### src/rtl/s2p_pkg.sv
// Shared types for the serial-to-parallel receiver.
// The default width matches the parallel-to-serial shifter.
package s2p_pkg;

  typedef enum logic {
    IDLE  = 1'b0,
    SHIFT = 1'b1
  } s2p_state_t;

  localparam int S2P_WIDTH_DEFAULT = 8;

endpackage

### src/rtl/serial_to_parallel_rx_if.sv
// Serial input, word output and status bundle.
// The master side drives bits; the slave is the receiver.
interface serial_to_parallel_rx_if
  import s2p_pkg::*;
#(
  parameter int WIDTH = S2P_WIDTH_DEFAULT
) ();

  logic             sIn;
  logic             sEn;
  logic             start;
  logic             ready;
  logic             clrErr;
  logic [WIDTH-1:0] data;
  logic             valid;
  logic             busy;
  logic             overrun;
  logic             frameErr;

  modport master (
    output sIn, sEn, start, ready, clrErr,
    input  data, valid, busy, overrun, frameErr
  );

  modport slave (
    input  sIn, sEn, start, ready, clrErr,
    output data, valid, busy, overrun, frameErr
  );

endinterface

### src/rtl/s2p_hold_reg.sv
// Output holding register with valid/ready handshake.
// o_full is high when a load this cycle would be dropped.
module s2p_hold_reg
  import s2p_pkg::*;
#(
  parameter int WIDTH = S2P_WIDTH_DEFAULT
) (
  input  logic             Clock,
  input  logic             rst,
  input  logic             i_load,
  input  logic [WIDTH-1:0] i_word,
  input  logic             i_ready,
  output logic [WIDTH-1:0] o_data,
  output logic             o_valid,
  output logic             o_full
);

  logic [WIDTH-1:0] r_data;
  logic             r_valid;

  assign o_full  = r_valid && !i_ready;
  assign o_data  = r_data;
  assign o_valid = r_valid;

  always_ff @(posedge Clock or negedge rst) begin
    if (!rst) begin
      r_data  <= '0;
      r_valid <= 1'b0;
    end else if (i_load && !o_full) begin
      r_data  <= i_word;
      r_valid <= 1'b1;
    end else if (r_valid && i_ready) begin
      r_valid <= 1'b0;
    end
  end

endmodule

### src/rtl/serial_to_parallel_rx.sv
// MSB-first serial receiver: start-framed words,
// held behind valid/ready, with sticky error flags.
module serial_to_parallel_rx
  import s2p_pkg::*;
#(
  parameter int WIDTH = S2P_WIDTH_DEFAULT
) (
  input  logic                    Clock,
  input  logic                    rst,
  serial_to_parallel_rx_if.slave  bus
);

  localparam int CW = $clog2(WIDTH + 1);

  s2p_state_t       r_state;
  s2p_state_t       w_state_nxt;
  logic [WIDTH-1:0] r_shreg;
  logic [WIDTH-1:0] w_shreg_nxt;
  logic [WIDTH-1:0] w_word;
  logic [CW-1:0]    r_cnt;
  logic [CW-1:0]    w_cnt_nxt;
  logic             w_done;
  logic             w_ferr_set;
  logic             w_ovr_set;
  logic             w_full;
  logic             r_overrun;
  logic             r_frameErr;

  always_ff @(posedge Clock or negedge rst) begin
    if (!rst) begin
      r_state <= IDLE;
      r_shreg <= '0;
      r_cnt   <= '0;
    end else begin
      r_state <= w_state_nxt;
      r_shreg <= w_shreg_nxt;
      r_cnt   <= w_cnt_nxt;
    end
  end

  always_comb begin
    w_state_nxt = r_state;
    w_shreg_nxt = r_shreg;
    w_cnt_nxt   = r_cnt;
    w_done      = 1'b0;
    w_ferr_set  = 1'b0;
    w_word      = {r_shreg[WIDTH-2:0], bus.sIn};
    unique case (r_state)
      IDLE: begin
        if (bus.sEn && bus.start) begin
          w_state_nxt = SHIFT;
          w_shreg_nxt = {{(WIDTH-1){1'b0}}, bus.sIn};
          w_cnt_nxt   = CW'(1);
        end
      end
      SHIFT: begin
        if (bus.sEn && bus.start) begin
          // restart: this bit is the MSB of a new word
          w_ferr_set  = 1'b1;
          w_shreg_nxt = {{(WIDTH-1){1'b0}}, bus.sIn};
          w_cnt_nxt   = CW'(1);
        end else if (bus.sEn) begin
          w_shreg_nxt = w_word;
          if (r_cnt == CW'(WIDTH - 1)) begin
            w_done      = 1'b1;
            w_state_nxt = IDLE;
            w_cnt_nxt   = '0;
          end else begin
            w_cnt_nxt = r_cnt + 1'b1;
          end
        end
      end
      default: w_state_nxt = IDLE;
    endcase
  end

  always_comb begin
    bus.busy     = (r_state == SHIFT);
    bus.overrun  = r_overrun;
    bus.frameErr = r_frameErr;
    w_ovr_set    = w_done && w_full;
  end

  always_ff @(posedge Clock or negedge rst) begin
    if (!rst) begin
      r_overrun  <= 1'b0;
      r_frameErr <= 1'b0;
    end else begin
      r_overrun  <= (r_overrun && !bus.clrErr) || w_ovr_set;
      r_frameErr <= (r_frameErr && !bus.clrErr) || w_ferr_set;
    end
  end

  s2p_hold_reg #(
    .WIDTH (WIDTH)
  ) u_hold (
    .Clock   (Clock),
    .rst     (rst),
    .i_load  (w_done),
    .i_word  (w_word),
    .i_ready (bus.ready),
    .o_data  (bus.data),
    .o_valid (bus.valid),
    .o_full  (w_full)
  );

endmodule
### src/flat_wrapper.sv
// flat-port wrapper written by rule: the top's interface ports become plain ports
module serial_to_parallel_rx_flat import s2p_pkg::*;
#(
  parameter int WIDTH = S2P_WIDTH_DEFAULT
)
  (Clock, rst, bus_sIn, bus_sEn, bus_start, bus_ready, bus_clrErr, bus_data, bus_valid, bus_busy, bus_overrun, bus_frameErr);
  serial_to_parallel_rx_if #(.WIDTH(WIDTH)) bus_i ();
  input  logic Clock;
  input  logic rst;
  input wire logic [$bits(bus_i.sIn)-1:0] bus_sIn;
  input wire logic [$bits(bus_i.sEn)-1:0] bus_sEn;
  input wire logic [$bits(bus_i.start)-1:0] bus_start;
  input wire logic [$bits(bus_i.ready)-1:0] bus_ready;
  input wire logic [$bits(bus_i.clrErr)-1:0] bus_clrErr;
  output wire logic [$bits(bus_i.data)-1:0] bus_data;
  output wire logic [$bits(bus_i.valid)-1:0] bus_valid;
  output wire logic [$bits(bus_i.busy)-1:0] bus_busy;
  output wire logic [$bits(bus_i.overrun)-1:0] bus_overrun;
  output wire logic [$bits(bus_i.frameErr)-1:0] bus_frameErr;
  assign bus_i.sIn = bus_sIn;
  assign bus_i.sEn = bus_sEn;
  assign bus_i.start = bus_start;
  assign bus_i.ready = bus_ready;
  assign bus_i.clrErr = bus_clrErr;
  assign bus_data = bus_i.data;
  assign bus_valid = bus_i.valid;
  assign bus_busy = bus_i.busy;
  assign bus_overrun = bus_i.overrun;
  assign bus_frameErr = bus_i.frameErr;
  serial_to_parallel_rx #(.WIDTH(WIDTH)) u_core (.Clock(Clock), .rst(rst), .bus(bus_i));
endmodule
### config.mk
export PLATFORM = sky130hd
export DESIGN_NAME = serial_to_parallel_rx_flat
export DESIGN_NICKNAME = d
export VERILOG_FILES = /design/src/rtl/s2p_pkg.sv /design/src/rtl/serial_to_parallel_rx_if.sv /design/src/rtl/s2p_hold_reg.sv /design/src/rtl/serial_to_parallel_rx.sv /design/src/flat_wrapper.sv
export SDC_FILE = /design/constraint.sdc
export NUM_CORES = 1
export LEC_CHECK = 0
export ABC_CLOCK_PERIOD_IN_PS = 2100
export CORE_ASPECT_RATIO = 0.9
export CORE_MARGIN = 2
export CORE_UTILIZATION = 50
export DETAILED_ROUTE_END_ITERATION = 7
export GPL_ROUTABILITY_DRIVEN = 0
export HOLD_SLACK_MARGIN = 0.1
export PLACE_DENSITY = 0.8
export SETUP_SLACK_MARGIN = 0.2
export SKIP_LAST_GASP = 1
export SLEW_MARGIN = 10
export SYNTH_ARGS = -nofsm -noshare
export SYNTH_HDL_FRONTEND = slang
export SYNTH_SLANG_ARGS = --single-unit
### constraint.sdc
create_clock -name Clock -period 2.1 [get_ports Clock]
set_input_delay 0.21 -clock Clock [delete_from_list [all_inputs] [get_ports Clock]]
set_output_delay 0.21 -clock Clock [all_outputs]
set_load 0.01 [all_outputs]
---- Word level (Yosys, flattened, before mapping) ----
Index checks and enable logic that the tools add are counted.
Widths: inputs -> output; s select.
storage, ports and cells
  register bits after elaboration ......... 23
  input bits .............................. 7
  output and inout port bits .............. 12
  word-level logic and storage cells ...... 47
cells by class
  $add $sub $neg .......................... 1
  equal/unequal tests ..................... 3
  muxes and demuxes ....................... 21
  bitwise gates (word level) .............. 1
  reduce and logical (&&, ||, !) cells .... 14
operators by type and width
  operator             number
  $mux 7               3
  $mux 4               4
  $pmux 7 s2           1
  $mux 1               11
  $pmux 4 s2           1
  $logic_and 1x1->1    7
  $add 4x1->4 const B  1
  $eq 4x3->1 const B   1
  $logic_not 1->1      3
  $ne 3x3->1 const B   1
  $logic_or 1x1->1     2
  $ne 2x1->1 const B   1
  $pmux 1 s2           1
  $reduce_and 2->1     1
  $reduce_bool 2->1    1
  $not 1->1            1

---- Longest topological paths before layout ----
  depth in word-level cells ............... 7
  gate-level depth with buffers ........... 5
  depth with buffers taken out ............ 4

---- Modules after synthesis ----
Synthesis repeated with hierarchy kept, for this count alone.
second synthesis, totals
  cell total of the unflattened synthesis .. 74
  area total of the unflattened synthesis .. 1013.5 sq um
modules (own cells, without submodules)
  module                 times used  cells each  area each (sq um)  sequential area each (sq um)
  serial_to_parallel_rx  1           53          631.9              350.3
  s2p_hold_reg           1           21          381.6              225.2

---- Least setup slack after synthesis ----
No wires, ideal clock.
  kind .................................... reg2reg
  start point ............................. reg u_core.r_cnt[0]
  end point ............................... reg u_core.u_hold.r_data[0], in the netlist u_core.u_hold.o_data[0]
  setup time .............................. 0.125 ns
  arrival ................................. 1.401 ns
  required time ........................... 1.975 ns
  setup slack ............................. 0.574 ns
  cell stages (with the launch flop) ...... 6
  path buffers ............................ 1
  clock period less this slack ............ 1.526 ns
  cells stage by stage .................... dfrtp_1 -> ha_1 -> and3b_1 -> and3_1 -> buf_6 -> mux2_4
on the way
  cells in the longest elaborated chain, start to end .. 6
RTL lines
  item                    RTL line                     RTL
  from (decl)             serial_to_parallel_rx.sv:20  logic [CW-1:0] r_cnt;
  from (signal assigned)  serial_to_parallel_rx.sv:37  r_cnt <= w_cnt_nxt;
  $eq 4x3->1              serial_to_parallel_rx.sv:64  if (r_cnt == CW'(WIDTH - 1)) begin
  $mux 1                  serial_to_parallel_rx.sv:64
  $mux 1                  serial_to_parallel_rx.sv:62  end else if (bus.sEn) begin
  $mux 1                  serial_to_parallel_rx.sv:57  if (bus.sEn && bus.start) begin
  $mux 1                  serial_to_parallel_rx.sv:48  unique case (r_state)
  $logic_and 1x1->1       s2p_hold_reg.sv:29           end else if (i_load && !o_full) begin
  to (signal assigned)    s2p_hold_reg.sv:30           r_data <= i_word;
  to (decl)               s2p_hold_reg.sv:18           logic [WIDTH-1:0] r_data;
No other way between the ends.
A chain may end at the register's enable or synchronous reset.

---- Worst setup path in the final report ----
  start point ............................. reg u_core.r_cnt[0]
  end point ............................... reg u_core.u_hold.r_data[3], in the netlist u_core.u_hold.o_data[3]
Same word-level chain as after synthesis.

==> impl_metrics.ini <==
[worst_setup_path]
path_depth = 5
cp-start-kind = flip-flop
timing.rr.end = u_core.u_hold.o_data[3]
path_max_fanout = 6
cp_slowest_cell = dfrtp_1
reg2reg_depth = 5
crit_buf_inv = 1
worstSetupPathType = reg -> reg
rrSetupSlack_ps = 330
endpoint_kind = flip-flop
worstPathCellList = ha_1 -> and3b_1 -> and3_1 -> buf_12 -> mux2_4
critPathMaxStageDelay_ps = 430
cp_data_arrival_time_ps = 1990
critical-path-top-delay-family = simple AND/OR/NAND/NOR gates
worstPathRequired_ps = 2310
r2r_start = u_core.r_cnt[0]

[clock_network]
clk_path_buf_depth = 2
cts_resized = 0
clk_latency_ps = 310
cts_tree = done
clock_sinks = 23
ctsHoldBuffers = 0
post_cts_buffers = 0
clk_pin_slew_worst_paths_ps = 120
h-tree-depth = 1
cts_root_buf = clkbuf_4
cts_buffers = 3

[hold_path]
hp-class = in -> async

[final_layout]
drive_above_1_share_pct = 16.36
ff_latch_area_um2 = 575.6
final_area_mm2 = 0.001308
nNetsFinal = 119
final_cell_mix = dfrtp_1, clkdlybuf4s50_1, inv_1
postLayoutCoreUtil_pct = 66.99
synthToLayoutAreaGrowth_pct = 25.15
multiInputGateArea_um2 = 405.4
fillers = 163
diodes = 0
final_common_cell = dfrtp_1

[run]
drv_cap = 0

[timing]
fin_tns_setup_ps = 0
clock_skew_ps = 1.865
rsz0062_at_grt = false
tightest_slew_ps = 315.4
fmax_ghz = 0.5641
setup_violations = 0
maxSlewViolCount = 0
layout_setup_ws_ps = 327.1
finalHoldViolCount = 0
relSlewSlack_pct = 78.97
min_period_over_period_pct = 84.42
min_period_ps = 1773

[grt]
gr-total-overflow = 0
grt_usage_pct = 19.06
grt_pass1_vias = 779
grt_max_degree = 24
grt_pass1_wl_mm = 3.291
antenna_found_initial = 0

[detailed_routing]
vias_per_cell = 5.704
first_pass_iters = 4
drtIter0Drc = 4
drc = 0
ant_nets = 0
vias = 770
wl_per_cell_um = 15.10
drt-total-wl_mm = 2.038

[floorplanning]
die_y_um = 47.37
io_pins = 19
floorplan.die_area_mm2 = 0.002472
rows = 15
core-area_mm2 = 0.001952
initial_core_util_pct = 53.53
die_x_um = 52.19

[pwr]
p_leak_nw = 0.5871
clock_power_share_pct = 19.3
power.switching_mw = 0.3111
netSwitchingFraction_pct = 29.30
p_per_area_mw_per_mm2 = 812.0
intPower_mw = 0.7506
pwr-share-seq_pct = 52.4
vdd_drop_max_mv = 0.5127
combPwrFrac_pct = 28.3
p_total_mw = 1.062

[status]
outcome = completed

[place]
dp_hpwl_mm = 1.461
port-buffer-count = 18
dp_slack_ps = 334.7
dpl_cell_area_mm2 = 0.001280

[synth]
ys.warnings.count = 0
synth-seq-cells = 23
synthDistinctLibCells = 24
ys_seq_area_share_pct = 55.09
synth_nets = 96
synth_cells = 88
synth_area_per_cell_um2 = 11.87
synth.cell_area_mm2 = 0.001045
[metrics by stage]
stage	std cells	hold WS [ps]
detailed placement	131	490.7
global placement	131	496.6
floorplan	88	-85.59
finish	135	233.1
global route	135	234.8
CTS	135	232.1
[power by group through the flow]
stage / combinational, mW / clock [mW] / sequential [mW]
detailed placement: 0.301 / 0 / 0.564
finish: 0.300 / 0.205 / 0.556
global placement: 0.293 / 0 / 0.560
floorplan: 0.164 / 0 / 0.570
global route: 0.332 / 0.226 / 0.565
CTS: 0.303 / 0.214 / 0.556
[routing by layer]
layer  GRT usage [%]  vias up  part of all wire, %
met3           6.051        4                  3.8
li1                -      358                    -
met5               0        -                    0
met1           21.38      393                   42
met4           6.667        0                  1.0
met2           34.94       15                   53
[registers in the layout (all words and copies together) (netlist names)]
signal	count
u_core.bus.frameErr	1
u_core.r_shreg	7
u_core.u_hold.o_data	8
u_core.bus.overrun	1
u_core.r_cnt	4
u_core.bus.busy	1
u_core.u_hold.o_valid	1
[worst max path at each step]
stage	startpoint	to	slack, ps
after floorplan	u_core.r_cnt[0]	u_core.u_hold.o_data[0]	570
after global placement	u_core.r_cnt[0]	u_core.u_hold.o_data[7]	390
after detailed placement	u_core.r_cnt[0]	u_core.u_hold.o_data[5]	330
after CTS	u_core.r_cnt[0]	u_core.u_hold.o_data[3]	310
after global routing	u_core.r_cnt[0]	u_core.u_hold.o_data[2]	220
final	u_core.r_cnt[0]	u_core.u_hold.o_data[3]	330
[final cells by class]
type                    instances  area share [%]
clock buffers                   3           1.722
clock inverters                 1          0.3828
inverters                      10           2.871
multi-input cells              50           31.00
flip-flops and latches         23           44.02
well taps                      25           2.392
repair buffers                 23           17.61
[cells by family after synthesis]
group,Yosys count,share of synthesized area [%]
flops,23,55.09
compound gates,22,15.45
simple gates,18,9.582
fa+ha+maj,1,1.197
mux,9,12.58
buf+inv,15,6.108
[synth_stat cells]
cell type / n / area share (%)
a31oi_1: 1 / 0.60
o22ai_1: 9 / 5.4
a21boi_0: 1 / 0.72
nor2_1: 1 / 0.36
mux2_1: 1 / 1.1
nand2b_1: 1 / 0.60
ha_1: 1 / 1.2
nand2_1: 6 / 2.2
and2_1: 1 / 0.60
and3_1: 1 / 0.60
dfrtp_1: 23 / 55
nand4b_1: 1 / 0.84
a2bb2oi_1: 7 / 5.9
clkbuf_1: 4 / 1.4
o21ai_1: 2 / 0.96
nor4_1: 1 / 0.60
nand3_1: 2 / 0.96
or3_1: 2 / 1.2
inv_1: 10 / 3.6
buf_6: 1 / 1.1
mux2_4: 8 / 11
and3b_1: 2 / 1.7
a22o_1: 1 / 0.84
a32o_2: 1 / 1.1
(Power assumes the default switching activity.)
